[src/rtl/lsf_spy_readout_if.sv]
// Spy-memory read port and output word stream shared by the spy readout block.
// The master modport is the readout engine; the slave modport is the spy memory plus consumer.
interface lsf_spy_readout_if #(
  parameter int LSF_SB_MEM_WIDTH = 10,
  parameter int DATA_WIDTH       = 42
);
  logic                        sb_lsf_mdt_hits_freeze;
  logic                        sb_lsf_mdt_hits_re;
  logic [LSF_SB_MEM_WIDTH-1:0] sb_lsf_mdt_hits_raddr;
  logic [DATA_WIDTH-1:0]       sb_lsf_mdt_hits_rdata;
  logic [DATA_WIDTH-1:0]       o_data;
  logic                        o_valid;
  logic                        i_ready;
  logic                        o_last;

  modport master (
    output sb_lsf_mdt_hits_freeze,
    output sb_lsf_mdt_hits_re,
    output sb_lsf_mdt_hits_raddr,
    input  sb_lsf_mdt_hits_rdata,
    output o_data,
    output o_valid,
    input  i_ready,
    output o_last
  );

  modport slave (
    input  sb_lsf_mdt_hits_freeze,
    input  sb_lsf_mdt_hits_re,
    input  sb_lsf_mdt_hits_raddr,
    output sb_lsf_mdt_hits_rdata,
    input  o_data,
    input  o_valid,
    output i_ready,
    input  o_last
  );
endinterface

[src/rtl/lsf_spy_readout.sv]
// Freezes the LSF MDT-hit spy memory, reads a window of words one at a time and streams
// them out with valid/ready, then releases the freeze and pulses done.
module lsf_spy_readout #(
  parameter int LSF_SB_MEM_WIDTH = 10,
  parameter int DATA_WIDTH       = 42,  // HEG2SFHIT_LEN
  parameter int FREEZE_SETTLE    = 4
) (
  input  logic                        clock,
  input  logic                        reset,
  input  logic                        i_start,
  input  logic                        i_abort,
  input  logic [LSF_SB_MEM_WIDTH-1:0] i_start_addr,
  input  logic [LSF_SB_MEM_WIDTH:0]   i_num_words,
  lsf_spy_readout_if.master           bus,
  output logic                        o_busy,
  output logic                        o_done
);

  localparam int AW    = LSF_SB_MEM_WIDTH;
  localparam int CNT_W = LSF_SB_MEM_WIDTH + 1;
  localparam int DEPTH = 1 << LSF_SB_MEM_WIDTH;
  localparam int SW    = (FREEZE_SETTLE > 1) ? $clog2(FREEZE_SETTLE) : 1;

  typedef enum logic [2:0] {
    IDLE, SETTLE, READ, CAPTURE, OUTPUT, RELEASE
  } state_t;

  state_t           state_q;
  logic [AW-1:0]    addr_q;
  logic [CNT_W-1:0] remaining_q;
  logic [SW-1:0]    settle_q;
  logic             go_release;

  // Abort wins over a same-cycle handshake, so the word on the bus is dropped undelivered.
  always_comb begin
    go_release = 1'b0;
    case (state_q)
      SETTLE, READ, CAPTURE: go_release = i_abort;
      OUTPUT:                go_release = i_abort || (i_ready_hs() && remaining_q <= CNT_W'(1));
      default:               go_release = 1'b0;
    endcase
  end

  function automatic logic i_ready_hs();
    return bus.o_valid && bus.i_ready;
  endfunction

  always_ff @(posedge clock or posedge reset) begin
    if (reset) begin
      state_q                    <= IDLE;
      addr_q                     <= '0;
      remaining_q                <= '0;
      settle_q                   <= '0;
      bus.sb_lsf_mdt_hits_freeze <= 1'b0;
      bus.sb_lsf_mdt_hits_re     <= 1'b0;
      bus.sb_lsf_mdt_hits_raddr  <= '0;
      bus.o_data                 <= '0;
      bus.o_valid                <= 1'b0;
      bus.o_last                 <= 1'b0;
      o_busy                     <= 1'b0;
      o_done                     <= 1'b0;
    end else begin
      bus.sb_lsf_mdt_hits_re <= 1'b0;
      o_done                 <= 1'b0;
      if (go_release) begin
        state_q                    <= RELEASE;
        bus.sb_lsf_mdt_hits_freeze <= 1'b0;
        bus.o_valid                <= 1'b0;
        bus.o_last                 <= 1'b0;
        o_done                     <= 1'b1;
      end else begin
        case (state_q)
          IDLE: begin
            if (i_start) begin
              addr_q                     <= i_start_addr;
              remaining_q                <= (i_num_words == '0) ? CNT_W'(DEPTH) : i_num_words;
              settle_q                   <= '0;
              bus.sb_lsf_mdt_hits_freeze <= 1'b1;
              o_busy                     <= 1'b1;
              if (FREEZE_SETTLE == 0) begin
                state_q                   <= READ;
                bus.sb_lsf_mdt_hits_re    <= 1'b1;
                bus.sb_lsf_mdt_hits_raddr <= i_start_addr;
              end else begin
                state_q <= SETTLE;
              end
            end
          end
          SETTLE: begin
            if (settle_q == SW'(FREEZE_SETTLE - 1)) begin
              state_q                   <= READ;
              bus.sb_lsf_mdt_hits_re    <= 1'b1;
              bus.sb_lsf_mdt_hits_raddr <= addr_q;
            end else begin
              settle_q <= settle_q + SW'(1);
            end
          end
          READ: state_q <= CAPTURE;
          // Spy data is valid exactly one cycle after the read strobe.
          CAPTURE: begin
            bus.o_data  <= bus.sb_lsf_mdt_hits_rdata;
            bus.o_valid <= 1'b1;
            bus.o_last  <= (remaining_q == CNT_W'(1));
            state_q     <= OUTPUT;
          end
          OUTPUT: begin
            if (i_ready_hs()) begin
              bus.o_valid               <= 1'b0;
              bus.o_last                <= 1'b0;
              addr_q                    <= addr_q + AW'(1);
              remaining_q               <= remaining_q - CNT_W'(1);
              state_q                   <= READ;
              bus.sb_lsf_mdt_hits_re    <= 1'b1;
              bus.sb_lsf_mdt_hits_raddr <= addr_q + AW'(1);
            end
          end
          RELEASE: begin
            state_q <= IDLE;
            o_busy  <= 1'b0;
          end
          default: begin
            state_q <= IDLE;
            o_busy  <= 1'b0;
          end
        endcase
      end
    end
  end

endmodule

[src/flat_wrapper.sv]
// flat-port wrapper written by rule: the top's interface ports become plain ports
module lsf_spy_readout_flat 
#(
  parameter int LSF_SB_MEM_WIDTH = 10,
  parameter int DATA_WIDTH       = 42,                  
  parameter int FREEZE_SETTLE    = 4
)
  (clock, reset, i_start, i_abort, i_start_addr, i_num_words, o_busy, o_done, bus_sb_lsf_mdt_hits_freeze, bus_sb_lsf_mdt_hits_re, bus_sb_lsf_mdt_hits_raddr, bus_sb_lsf_mdt_hits_rdata, bus_o_data, bus_o_valid, bus_i_ready, bus_o_last);
  lsf_spy_readout_if #(.LSF_SB_MEM_WIDTH(LSF_SB_MEM_WIDTH), .DATA_WIDTH(DATA_WIDTH)) bus_i ();
  input  logic clock;
  input  logic reset;
  input  logic i_start;
  input  logic i_abort;
  input  logic [LSF_SB_MEM_WIDTH-1:0] i_start_addr;
  input  logic [LSF_SB_MEM_WIDTH:0] i_num_words;
  output logic o_busy;
  output logic o_done;
  output wire logic [$bits(bus_i.sb_lsf_mdt_hits_freeze)-1:0] bus_sb_lsf_mdt_hits_freeze;
  output wire logic [$bits(bus_i.sb_lsf_mdt_hits_re)-1:0] bus_sb_lsf_mdt_hits_re;
  output wire logic [$bits(bus_i.sb_lsf_mdt_hits_raddr)-1:0] bus_sb_lsf_mdt_hits_raddr;
  input wire logic [$bits(bus_i.sb_lsf_mdt_hits_rdata)-1:0] bus_sb_lsf_mdt_hits_rdata;
  output wire logic [$bits(bus_i.o_data)-1:0] bus_o_data;
  output wire logic [$bits(bus_i.o_valid)-1:0] bus_o_valid;
  input wire logic [$bits(bus_i.i_ready)-1:0] bus_i_ready;
  output wire logic [$bits(bus_i.o_last)-1:0] bus_o_last;
  assign bus_sb_lsf_mdt_hits_freeze = bus_i.sb_lsf_mdt_hits_freeze;
  assign bus_sb_lsf_mdt_hits_re = bus_i.sb_lsf_mdt_hits_re;
  assign bus_sb_lsf_mdt_hits_raddr = bus_i.sb_lsf_mdt_hits_raddr;
  assign bus_i.sb_lsf_mdt_hits_rdata = bus_sb_lsf_mdt_hits_rdata;
  assign bus_o_data = bus_i.o_data;
  assign bus_o_valid = bus_i.o_valid;
  assign bus_i.i_ready = bus_i_ready;
  assign bus_o_last = bus_i.o_last;
  lsf_spy_readout #(.LSF_SB_MEM_WIDTH(LSF_SB_MEM_WIDTH), .DATA_WIDTH(DATA_WIDTH), .FREEZE_SETTLE(FREEZE_SETTLE)) u_core (.clock(clock), .reset(reset), .i_start(i_start), .i_abort(i_abort), .i_start_addr(i_start_addr), .i_num_words(i_num_words), .bus(bus_i), .o_busy(o_busy), .o_done(o_done));
endmodule
[config.mk]
export PLATFORM = sky130hd
export DESIGN_NAME = lsf_spy_readout_flat
export DESIGN_NICKNAME = d
export VERILOG_FILES = /design/src/rtl/lsf_spy_readout_if.sv /design/src/rtl/lsf_spy_readout.sv /design/src/flat_wrapper.sv
export SDC_FILE = /design/constraint.sdc
export NUM_CORES = 1
export LEC_CHECK = 0
export ABC_AREA = 1
export BUFFER_PORTS_ARGS = -buffer_cell sky130_fd_sc_hd__buf_4
export CAP_MARGIN = 20
export CORE_MARGIN = 2
export CORE_UTILIZATION = 43
export DETAILED_ROUTE_END_ITERATION = 10
export HOLD_SLACK_MARGIN = 0.15
export PLACE_DENSITY = 0.8
export RECOVER_POWER = 50
export SLEW_MARGIN = 20
export SYNTH_ARGS = -nofsm -noshare
export SYNTH_HDL_FRONTEND = slang
export SYNTH_SLANG_ARGS = --single-unit
[constraint.sdc]
create_clock -name clock -period 2.88 [get_ports clock]
set_input_delay 0.576 -clock clock [delete_from_list [all_inputs] [get_ports clock]]
set_output_delay 0.576 -clock clock [all_outputs]
set_load 0.02 [all_outputs]
# [Word level (Yosys, flattened, before mapping)]
# Cells that the tools add are included.
[word_totals] ff_bits=84 input_bits=68 output_inout_bits=58 wordCells=84
[classes] n_addsub=3 order_cmp=1 n_eq_ne=13 mux=32 bitwise=2 n_reduce_logical=21
[op_table] cell="$pmux W10 S2" count=2
[op_table] cell="$mux W11" count=3
[op_table] cell="$mux W10" count=3
[op_table] cell="$pmux W11 S2" count=1
[op_table] cell="$pmux W3 S5" count=1
[op_table] cell="$mux W3" count=4
[op_table] cell="$reduce_and A4 Y1" count=3
[op_table] cell="$eq A11 B1 Y1 const B" count=1
[op_table] cell="$le A11 B1 Y1 const B" count=1
[op_table] cell="$logic_not A11 Y1" count=1
[op_table] cell="$sub A11 B1 Y11 const B" count=1
[op_table] cell="$add A10 B1 Y10 const B" count=1
[op_table] cell="$mux W1" count=10
[op_table] cell="$pmux W1 S2" count=5
[op_table] cell="$reduce_bool A2 Y1" count=5
[op_table] cell="$eq A3 B2 Y1 const B" count=2
[op_table] cell="$ne A3 B1 Y1 const B" count=2
[op_table] cell="$reduce_and A2 Y1" count=3
[op_table] cell="$reduce_and A3 Y1" count=2
[op_table] cell="$mux W2" count=2
[op_table] cell="$ne A2 B1 Y1 const B" count=2
[op_table] cell="$ne A2 B2 Y1 const B" count=2
[op_table] cell="$pmux W2 S2" count=1
[op_table] cell="$reduce_or A4 Y1" count=1
[op_table] cell="11 further kinds" count=13

# [Longest topological paths before layout]
# Gate-level depths: netlist of run 1.
[logic_depth] depth_word=6 ltp_mapped=13 ltp_nobuf=13

# [Worst setup path before layout of run 1]
# No wires, ideal clock.
[synth_path] kind="register -> register" startpoint="reg u_core.remaining_q[2]" endpoint="reg u_core.addr_q[7]" setup_time_ns=0.117 arrival_ns=1.310 required_ns=2.763 path_slack_ns=1.453 stages_incl_launch_ff=12 path_buffers=1 period_less_slack_ns=1.427 path_cell_list="dfrtp_1 -> nor2_2 -> nand2_1 -> nor2_2 -> nand2_1 -> nand2_1 -> nand2_1 -> nand2_2 -> nand2_4 -> buf_2 -> nand4_1 -> nand2_1"
[synth_via] elab_chain_len=6
[synth_rtl] item="from (decl)" line="lsf_spy_readout.sv:30" rtl="logic [CNT_W-1:0] remaining_q;"
[synth_rtl] item="from (signal assigned)" line="lsf_spy_readout.sv:76" rtl="remaining_q <= (i_num_words == '0) ? CNT_W'(DEPTH) : i_num_words;"
[synth_rtl] item="from (signal assigned)" line="lsf_spy_readout.sv:111" rtl="remaining_q <= remaining_q - CNT_W'(1);"
[synth_rtl] item="$le A11 B1 Y1" line="lsf_spy_readout.sv:39" rtl="OUTPUT: go_release = i_abort || (i_ready_hs() && remaining_q <= CNT_W'(1));"
[synth_rtl] item="$logic_and A1 B1 Y1" line="lsf_spy_readout.sv:39"
[synth_rtl] item="$logic_or A1 B1 Y1" line="lsf_spy_readout.sv:39"
[synth_rtl] item="$pmux W1 S2" line="lsf_spy_readout.sv:37" rtl="case (state_q)"
[synth_rtl] item="$not A1 Y1 (no line)"
[synth_rtl] item="$reduce_and A4 Y1 (no line)"
[synth_rtl] item="to (signal assigned)" line="lsf_spy_readout.sv:75" rtl="addr_q <= i_start_addr;"
[synth_rtl] item="to (signal assigned)" line="lsf_spy_readout.sv:110" rtl="addr_q <= addr_q + AW'(1);"
[synth_rtl] item="to (decl)" line="lsf_spy_readout.sv:29" rtl="logic [AW-1:0] addr_q;"
# No other way between the ends.
# A chain may end at the register's enable or synchronous reset.

# [Final worst setup path of run 1]
[layout_path] startpoint="reg u_core.state_q[1]" endpoint="reg u_core.remaining_q[0]"
[layout_via] elab_chain_len=5 word_cells_on_any_way=13 classes_between="eq/ne: 6; mux: 2; bitwise: 1; reduce/logical: 4"
[layout_rtl] item="from (decl)" line="lsf_spy_readout.sv:28" rtl="state_t state_q;"
[layout_rtl] item="from (signal assigned)" line="lsf_spy_readout.sv:50" rtl="state_q <= IDLE;"
[layout_rtl] item="from (signal assigned)" line="lsf_spy_readout.sv:66" rtl="state_q <= RELEASE;"
[layout_rtl] item="from (signal assigned)" line="lsf_spy_readout.sv:81" rtl="state_q <= READ;"
[layout_rtl] item="$eq A3 B2 Y1 or $eq A3 B1 Y1 (tied branches)" line="lsf_spy_readout.sv:37"
[layout_rtl] item="$reduce_or A3 Y1" line="lsf_spy_readout.sv:37"
[layout_rtl] item="$pmux W1 S2" line="lsf_spy_readout.sv:37"
[layout_rtl] item="$not A1 Y1 (no line)"
[layout_rtl] item="$reduce_and A4 Y1 (no line)"
# Several ways; a longest one is shown, not always the timed one.

==> metrics.txt, run 1 <==
outcome=complete, but fails checks; failing checks=capacitance limit, slew limit; Die Ht=a little over 100 um; power per cell area=approximately 1000 nW/um2; Psw=0.002571 W; worst-margin pin slew=between 2 and 2.5 ns; Cells after Synth=approximately 580; critical path type=reg -> reg; All-Layer GR Usage=0.2009; Via density=around 4.9; Final Non-Filler Cells=840; Syn Area/Cell=7.327 um2; clock tree buffer depth=2; GRT overflow=0; P&R area growth vs syn=25.06%; clock sinks=84; post_cts resized=0; RSZ-0062 raised after global routing=false; Post-CTS Hold Buffers=0; cts bufs inserted=9; largest net degree at the start of global routing=47; min-delay worst type=in -> reg; clock network fraction of total power=0.141; initial antenna violation count=0; library cells used by synthesis=31; sequential fraction of design power=0.385; Final Setup Violations=0; Core ar.=about 9700 um2; commonest cells after routing, fill and taps aside=nand2_1 (297), buf_4 (99), dfrtp_1 (84); layout cells sized above 1=0.1895; GP Congestion=0.9042; vias in the first global route=~3.8k; number of port buffers=around 130; die width=approximately 100 um; Yosys reg bits=84; clk slew on worst S/H paths=about 0.090 ns; max cap viols=1; Layout Skew=~0.014 ns; total power draw=roughly 0.0055 W; WL per Instance=between 10 and 15 um; Die Area=10,770 um2; DRT antenna net count=0; Slew Viols, Final=47; initial core utilization=0.4398; period utilization=0.7883; power share of the combinational group=0.474; placed cells=825; NumNets Final=a little under 800; internal power=slightly below 0.003 W; Synthesis Warnings=0; H-tree depth=3; CP Capture Type=flip-flop; maximum clock frequency=0.4405 GHz; Max-slew headroom=-0.3732; worst path arrival time=between 2 and 3 ns; VDD IR max=about 0.48 mV; row cnt=36; CTS tree=yes; drt pass-1 iters=4; Root Driver=clkbuf_8; post-CTS setup buffer count=0; Final Core Density=0.5500; sequential fraction of the synthesis area=0.4912; number of hold violations in the final report=0; initial DRC count=between 200 and 250; Setup crit start kind=flip-flop; Boundary Pins=126; Post-Syn Nets=about 660; Hold WS=about 0.40 ns; routed vias=4,128; Sw Ratio=0.4682; global-route wire length before repair=roughly 18,000 um; final WL=10,520 um; Fillers=roughly 980; Synth Cell Area=roughly 4300 um2; Worst Path Required=3.13 ns; setup_tns=0 ns; critical path peak fanout=27; Detailed Place HPWL=7440 um; P_leak=around 3 nW; Final min period=between 2 and 2.5 ns; DRC=0; most common cell after layout, fill and taps aside=nand2_1; Antenna Cells=0; Skew-Pair Late Insertion Delay=between 0.3 and 0.4 ns
per-stage QoR:
step	setup slack [ns]	area (um2)
2_1_floorplan	0.1389	4279
3_5_place_dp	0.6000	5293
3_3_place_gp	0.6617	5293
5_1_grt	0.3667	5351
6_report	0.6097	5351
4_1_cts	0.6008	5465
cell usage after synthesis:
library cell / n / share of area
ha_1: 4 / 0.012
a21oi_1: 2 / 0.0023
o21ai_1: 4 / 0.0047
o21ai_0: 18 / 0.021
buf_6: 4 / 0.011
nor2_2: 4 / 0.0058
a31oi_1: 2 / 0.0029
a22oi_1: 2 / 0.0035
nand2_1: 297 / 0.26
nand4_1: 26 / 0.038
inv_1: 38 / 0.033
nand2_2: 1 / 0.0015
clkinv_1: 1 / 0.00088
nor2_4: 1 / 0.0026
nor2_1: 36 / 0.032
xor2_1: 1 / 0.0020
dfrtp_1: 84 / 0.49
a21boi_0: 1 / 0.0018
clkbuf_1: 4 / 0.0035
buf_1: 2 / 0.0018
buf_4: 2 / 0.0035
nand3_2: 1 / 0.0023
inv_2: 4 / 0.0035
nand2_4: 2 / 0.0053
nor3_1: 2 / 0.0023
nand3_1: 22 / 0.026
nand3b_1: 1 / 0.0018
nor4_1: 1 / 0.0015
buf_2: 11 / 0.013
o211ai_1: 4 / 0.0070
or2_2: 2 / 0.0029
state kept, by name (all words and copies together) (netlist names):
| register | flops |
|---|---|
| u_core.addr_q | 10 |
| u_core.bus.o_data | 42 |
| u_core.bus.o_last | 1 |
| u_core.bus.o_valid | 1 |
| u_core.bus.sb_lsf_mdt_hits_freeze | 1 |
| u_core.bus.sb_lsf_mdt_hits_raddr | 10 |
| u_core.bus.sb_lsf_mdt_hits_re | 1 |
| u_core.o_busy | 1 |
| u_core.o_done | 1 |
| u_core.remaining_q | 11 |
| u_core.settle_q | 2 |
| u_core.state_q | 3 |
cells by family (layout without fill, tap and decap cells):
group           Yosys count  count (layout)  share of synthesized area
simple gates            396             396                     0.3819
flops                    84              84                     0.4912
buf+inv                  66             189                    0.06988
compound gates           33              33                    0.04328
fa+ha+maj                 4               4                    0.01170
xor+xnor                  1               1                   0.002047
critical path, cell delays in order (launching register included):
cell	delay [ns]
dfrtp_1	0.45
nor2_4	0.17
nand2_1	0.09
buf_4	0.21
inv_2	0.35
nand2_1	0.13
nand2_1	0.12
nand3_2	0.40
nand2_1	0.18
nand2_1	0.06
power groups by stage:
stage | clock network, W | logic [W] | registers, W
final | 0.000773 | 0.00260 | 0.00212
after global routing | 0.000841 | 0.00293 | 0.00219
after CTS | 0.000792 | 0.00277 | 0.00212
after detailed placement | 0 | 0.00277 | 0.00212
after global placement | 0 | 0.00269 | 0.00211
after floorplan | 0 | 0.00142 | 0.00248
final cells by class:
cell class	count	area [um2]	share of cell area
Multi-Input combinational cell	434	1878	0.3509
Sequential cell	84	2102	0.3928
Timing Repair Buffer	131	869.6	0.1625
Clock buffer	9	123.9	0.02315
Clock inverter	6	48.80	0.009119
Inverter	43	162.7	0.03040
Tap cell	133	166.4	0.03110
path summary, 6_finish.rpt:
| path | to | depth (start not counted) | start | slack (ns) |
|---|---|---|---|---|
| max | u_core.remaining_q[0] | 9 | u_core.state_q[1] | 0.61 |
| min | u_core.bus.o_data[35] | 3 | bus_sb_lsf_mdt_hits_rdata[35] | 0.40 |
| max reg2reg | u_core.remaining_q[0] | 9 | u_core.state_q[1] | 0.61 |
| min reg2reg | u_core.bus.o_data[8] | 2 | u_core.bus.o_data[8] | 0.48 |
| max in group asynchronous | u_core.bus.o_data[33] | 3 | reset | 0.86 |
| min in group asynchronous | u_core.bus.o_data[5] | 2 | reset | 0.75 |
metal layers:
layer | routed length [um] | vias up | GRT usage | part of all wire
met5 | 0 | - | 0 | 0
met4 | 219 | 0 | 0.08301 | 0.021
met3 | 791 | 18 | 0.04909 | 0.075
met2 | 4870 | 158 | 0.3184 | 0.46
met1 | 4633 | 1883 | 0.2649 | 0.44
li1 | - | 2069 | - | -
Note: power is estimated with default switching activity, not from simulation.
==> inputs of run 2 (changes only) <==
- ABC_AREA: 1 -> 0
- PLACE_DENSITY: 0.8 -> 0.78
- clock period: 2.88 -> 2.24 ns (I/O delays scaled with it)
==> run 2 against run 1 <==
The flow now finishes without violations. Worst setup slack got worse by 0.37 ns. Core utilization is 1.6 points higher. Cell count shrank 28%. Register-to-register slack got worse by 0.37 ns. First-iteration DRC count shrank 55%. Sequential cell count is the same. Count of clock-buffer cells in the layout increased by 1. Design area decreased by 3.7%. Critical endpoint is now u_core.bus.sb_lsf_mdt_hits_raddr[9]. Largest power group unchanged.
==> metrics.txt, run 2 <==
WL per Instance=approximately 15 um; Worst Hold Path Cells=2; worst-margin pin slew=about 1.1 ns; CP Capture Type=flip-flop; commonest cells after routing, fill and taps aside=buf_4 (103), dfrtp_1 (84), mux2_2 (43); sequential fraction of design power=0.407; DRT antenna net count=0; period utilization=0.8928; Setup crit start kind=flip-flop; count leader, synth=dfrtp_1; P_leak=around 2.3 nW; post-CTS setup buffer count=0; Layout Skew=between 0.01 and 0.015 ns; internal power=0.004003 W; Cell Chain, Critical Path=nor4_1 > and4b_1 > nor3_1 > a21oi_2 > buf_12 > mux2_2; leading area contributor after synthesis=dfrtp_1; VDD IR max=0.4649 mV; Final Setup Violations=0; Die Ht=100.2 um; Top FF cell, synth=dfrtp_1; global-route wire length before repair=about 15,000 um; top cells by count, synth=dfrtp_1 (84), mux2_2 (43), a21oi_1 (38); most common cell after layout, fill and taps aside=buf_4; drt pass-1 iters=4; max cap viols=0; dpl ws=0.2479 ns; Syn Area/Cell=approximately 11 um2; clk slew on worst S/H paths=0.09 ns; die width=approximately 100 um; Post-CTS Hold Buffers=0; worst path arrival time=about 2.2 ns; clock sinks=84; Detailed Place HPWL=6826 um; Max-slew headroom=0.2556; Critical-path top delay cell=dfrtp_1; Final Non-Filler Cells=around 600; Sw Ratio=0.4124; post_cts resized=0; total power draw=approximately 0.007 W; Die Area=between 10,000 and 15,000 um2; number of hold violations in the final report=0; number of synthesized flops with an enable pin=0; row cnt=35; Psw=about 0.0028 W; clock tree buffer depth=2; Most flops, register=u_core.bus.o_data; NumNets Final=between 500 and 600; R2R depth=6; Worst Path Required=roughly 2.5 ns; library cells used by synthesis=45; Synth top area share=0.5286; Root Driver=clkbuf_8; Antenna Cells=0; P&R area growth vs syn=29.64%; cts bufs inserted=9; Worst path depth=6; largest net degree at the start of global routing=85; DRC=0; Via density=approximately 5.3; Crit path max-delay family=simple AND/OR/NAND/NOR gates; Yosys reg bits=between 80 and 90; asr flop ratio synth=1.000; setup ws final=roughly 0.24 ns; number of port buffers=approximately 130; max FFs per register=42; biggest regs=u_core.bus.o_data x42, u_core.remaining_q x11; GP Congestion=around 0.85; Final min period=approximately 2 ns; GRT overflow=0; critical path type=reg -> reg; outcome=complete, no violations; Post-Syn Nets=429; Cells after Synth=357; H-tree depth=3; CP bufs+invs=1; Core ar.=a little over 9000 um2; initial antenna violation count=0; CTS tree=yes; All-Layer GR Usage=0.1887; sequential fraction of the synthesis area=0.5286; power share of the combinational group=0.450; critical path peak fanout=11; Synth Cell Area=just under 4000 um2; maximum clock frequency=0.5000 GHz; RSZ-0062 raised after global routing=false; R2R setup slack=0.24 ns; routed vias=between 3k and 4k; min-delay worst type=in -> reg; Boundary Pins=126; Synthesis Warnings=0; Skew-Pair Late Insertion Delay=approximately 0.35 ns; vias in the first global route=around 3.1k; Slew Viols, Final=0; initial core utilization=0.4365; power per cell area=between 1000 and 1500 nW/um2; layout cells sized above 1=0.3735; clock network fraction of total power=0.142; initial DRC count=100; crit-path max cell delay=around 0.43 ns; setup_tns=0 ns; final WL=just over 9000 um; placed cells=585; Area contributors post-synth=dfrtp_1 (53%), mux2_2 (12%), a21oi_1 (4.8%), mux2_4 (3.4%), o21ai_0 (2.9%)
==> run 2: changes by cell type in the layout (fill, tap and decap cells not counted), moves of 9 or more <==
cell,previous run,this run
o22ai_1,0,10
mux2_4,0,9
a21oi_1,2,38
mux2_2,0,43
nand2_1,297,30
nand4_1,26,4
nand3_1,22,11
inv_1,37,7
nor2_1,36,15
==> run 2: metrics by stage <==
stage,hold slack (ns),util,cell area [um2]
after floorplan,0.4538,-,3980
after global placement,0.4694,0.5603,5104
after detailed placement,0.4894,0.5603,5104
after CTS,0.2241,0.5795,5279
after global routing,0.3037,0.5659,5155
final,0.3223,0.5659,5155
==> run 2: layout make-up <==
class / count / area (um2)
Clock inverter: 6 / 47.55
Clock buffer: 10 / 127.6
Inverter: 8 / 31.28
Timing Repair Buffer: 137 / 957.2
Sequential cell: 84 / 2102
Fill cell: 779 / 3954
Tap cell: 111 / 138.9
Multi-Input combinational cell: 245 / 1750
==> run 2: per-layer routing <==
metal | GRT usage | vias up | wire (um)
met3 | 0.05362 | 12 | 652
met1 | 0.2344 | 1500 | 3997
met5 | 0 | - | 0
met4 | 0.06322 | 0 | 104
li1 | - | 1538 | -
met2 | 0.3175 | 118 | 4440
==> run 2: kinds of logic (layout without fill, tap and decap cells) <==
family | after synthesis | after routing | share of synthesized area
flops | 84 | 84 | 0.5286
mux | 55 | 55 | 0.1633
buf+inv | 28 | 161 | 0.03336
xor+xnor | 9 | 9 | 0.01982
simple gates | 91 | 91 | 0.1211
fa+ha+maj | 4 | 4 | 0.01259
compound gates | 86 | 86 | 0.1211
==> run 2: power by group through the flow <==
| stage | registers, W | clock network (W) | logic, W |
|---|---|---|---|
| 5_1_grt | 0.00288 | 0.00106 | 0.00336 |
| 3_5_place_dp | 0.00281 | 0 | 0.00329 |
| 6_report | 0.00277 | 0.000971 | 0.00307 |
| 4_1_cts | 0.00278 | 0.00100 | 0.00331 |
| 3_3_place_gp | 0.00276 | 0 | 0.00322 |
| 2_1_floorplan | 0.00325 | 0 | 0.00151 |
==> run 2: worst paths after layout <==
path	startpoint	end
hold / removal	bus_sb_lsf_mdt_hits_rdata[21]	u_core.bus.o_data[21]
setup reg to reg	u_core.remaining_q[7]	u_core.bus.sb_lsf_mdt_hits_raddr[9]
hold reg to reg	u_core.settle_q[1]	u_core.settle_q[1]
min in group asynchronous	reset	u_core.bus.o_data[7]
max in group asynchronous	reset	u_core.addr_q[0]
setup / recovery	u_core.remaining_q[7]	u_core.bus.sb_lsf_mdt_hits_raddr[9]
==> inputs of run 3 (changes only) <==
- ABC_AREA: 0 -> 1
- PLACE_DENSITY: 0.78 -> 0.77
==> run 3 against run 2 <==
Global-route usage increased by 2.1 points. Cell count increased by 40%. Power increased by 5.9%. Critical path type unchanged. Hold slack got worse by 0.048 ns. Count of clock-buffer cells in the layout unchanged. Fmax increased by 8.3%. Critical endpoint is now u_core.addr_q[1]. Wire length increased by 17%. Critical path depth increased by 2. Register-to-register slack improved by 0.15 ns. Sequential power decreased by 1%. Via count increased by 31%. Core utilization decreased by 1.1 points.
==> metrics.txt, run 3 (synthesis gave the netlist of run 1 again) <==
outcome=complete, no violations; global-route wire length before repair=18,860 um; Max-slew headroom=0.2532; die width=about 100 um; largest net degree at the start of global routing=85; DRT antenna net count=0; max FFs per register=42; clock tree buffer depth=2; power per cell area=approximately 1300 nW/um2; Boundary Pins=roughly 130; H-tree depth=3; maximum clock frequency=about 0.54 GHz; number of hold violations in the final report=0; Via density=roughly 5; routed vias=just over 4k; CP Capture Type=flip-flop; initial DRC count=approximately 160; Antenna Cells=0; Final Setup Violations=0; cts bufs inserted=9; Root Driver=clkbuf_8; P&R area growth vs syn=26.14%; Die Ht=103.8 um; R2R setup slack=between 0.3 and 0.4 ns; RSZ-0062 raised after global routing=false; Fillers=about 960; Setup crit start kind=flip-flop; worst hold start=bus_sb_lsf_mdt_hits_rdata[16]; min-delay worst type=in -> reg; initial antenna violation count=0; P_leak=around 3 nW; Most flops, register=u_core.bus.o_data; most common cell after layout, fill and taps aside=nand2_1; final WL=~11,000 um; critical path peak fanout=21; Worst Path Required=around 2.5 ns; Layout Skew=roughly 0.012 ns; biggest regs=u_core.bus.o_data x42, u_core.remaining_q x11; commonest cells after routing, fill and taps aside=nand2_1 (297), buf_4 (101), dfrtp_1 (84); worst-margin pin slew=roughly 1.1 ns; WL per Instance=12.78 um; max cap viols=0; period utilization=0.8246; setup ws final=0.3930 ns; NumNets Final=a little under 800; CTS tree=yes; GP Congestion=about 0.94; critical path type=reg -> reg; worst path arrival time=2.10 ns; post-CTS setup buffer count=0; layout cells sized above 1=0.1890; Detailed Place HPWL=7621 um; Worst Hold Path Cells=3; number of port buffers=between 100 and 150; reg2reg start=u_core.state_q[1]; hold endpoint=u_core.bus.o_data[16]; Hold WS=0.2743 ns; R2R depth=8; initial core utilization=0.4398; Die Area=roughly 11,000 um2; clock sinks=84; reg2reg end=u_core.addr_q[1]; vias in the first global route=around 4.2k; Final min period=1.847 ns; setup_tns=0 ns; VDD IR max=0.6622 mV; drt pass-1 iters=5; GRT overflow=0; DRC=0; Slew Viols, Final=0; row cnt=36; Core ar.=around 9700 um2; Skew-Pair Late Insertion Delay=between 0.3 and 0.4 ns; dpl ws=around 0.25 ns; All-Layer GR Usage=0.2102; clk slew on worst S/H paths=roughly 0.090 ns
[run 3: changes by cell type in the layout (fill, tap and decap cells not counted), moves of 7 or more]
cell	before	now
nand3_1	11	22
nand2b_1	7	0
inv_1	7	37
mux2_2	43	0
mux2_4	9	0
o22ai_1	10	0
a21oi_1	38	2
nor2_1	15	36
nand4_1	4	26
nand2_1	30	297
[run 3: power breakdown]
| part | internal [W] | switching, W |
|---|---|---|
| combinational | 0.00118 | 0.00220 |
| sequential | 0.00218 | 0.000545 |
| clock | 0.000530 | 0.000585 |
| total | 0.00389 | 0.00332 |
[run 3: metrics by stage]
stage                       util  std cells  instance area (um2)  power (W)
after global routing      0.5548        842                 5398   0.007840
after detailed placement  0.5463        826                 5315   0.006313
final                     0.5548        842                 5398   0.007215
after floorplan                -        584                 4283   0.005020
after global placement    0.5463        826                 5315   0.006200
after CTS                 0.5667        842                 5514   0.007458
[run 3: worst max-delay path by stage]
stage                          start                endpoint  slack (ns)  cells after the start
4_1_cts            u_core.state_q[1]        u_core.addr_q[2]        0.23                      8
6_report           u_core.state_q[1]        u_core.addr_q[1]        0.39                      8
3_3_place_gp   u_core.remaining_q[1]  u_core.remaining_q[10]        0.37                     12
2_1_floorplan  u_core.remaining_q[2]        u_core.addr_q[7]        0.81                     11
3_5_place_dp       u_core.state_q[1]        u_core.addr_q[2]        0.25                      8
5_1_grt            u_core.state_q[1]  u_core.remaining_q[10]        0.19                      8
[run 3: repair_timing]
action | 4_1_cts | 5_1_grt
resized for setup | 0 | 1
endpoints found under the setup margin | 0 | 1
hold buffers | 0 | 0
[run 3: layer usage]
layer  global-route usage  vias up  share of wire
met3              0.06042       12          0.076
met4              0.06950        0          0.012
met5                    0        -              0
li1                     -     2073              -
met2               0.3505      135           0.48
met1               0.2636     1923           0.43
[run 3: final cells by class]
type / count / area, um2 / share of cell area
Clock inverter: 6 / 71.32 / 0.01321
Sequential cell: 84 / 2102 / 0.3894
Tap cell: 133 / 166.4 / 0.03083
Clock buffer: 10 / 127.6 / 0.02364
Multi-Input combinational cell: 434 / 1886 / 0.3493
Timing Repair Buffer: 132 / 882.1 / 0.1634
Inverter: 43 / 162.7 / 0.03013
[run 3: critical path, cell delays in order (launching register included)]
cell	delay (ns)
dfrtp_1	0.46
nor2_4	0.18
nand2_1	0.16
inv_2	0.24
nand2_1	0.10
nand2_1	0.13
nand3_4	0.25
nand2_1	0.16
nand2_1	0.06
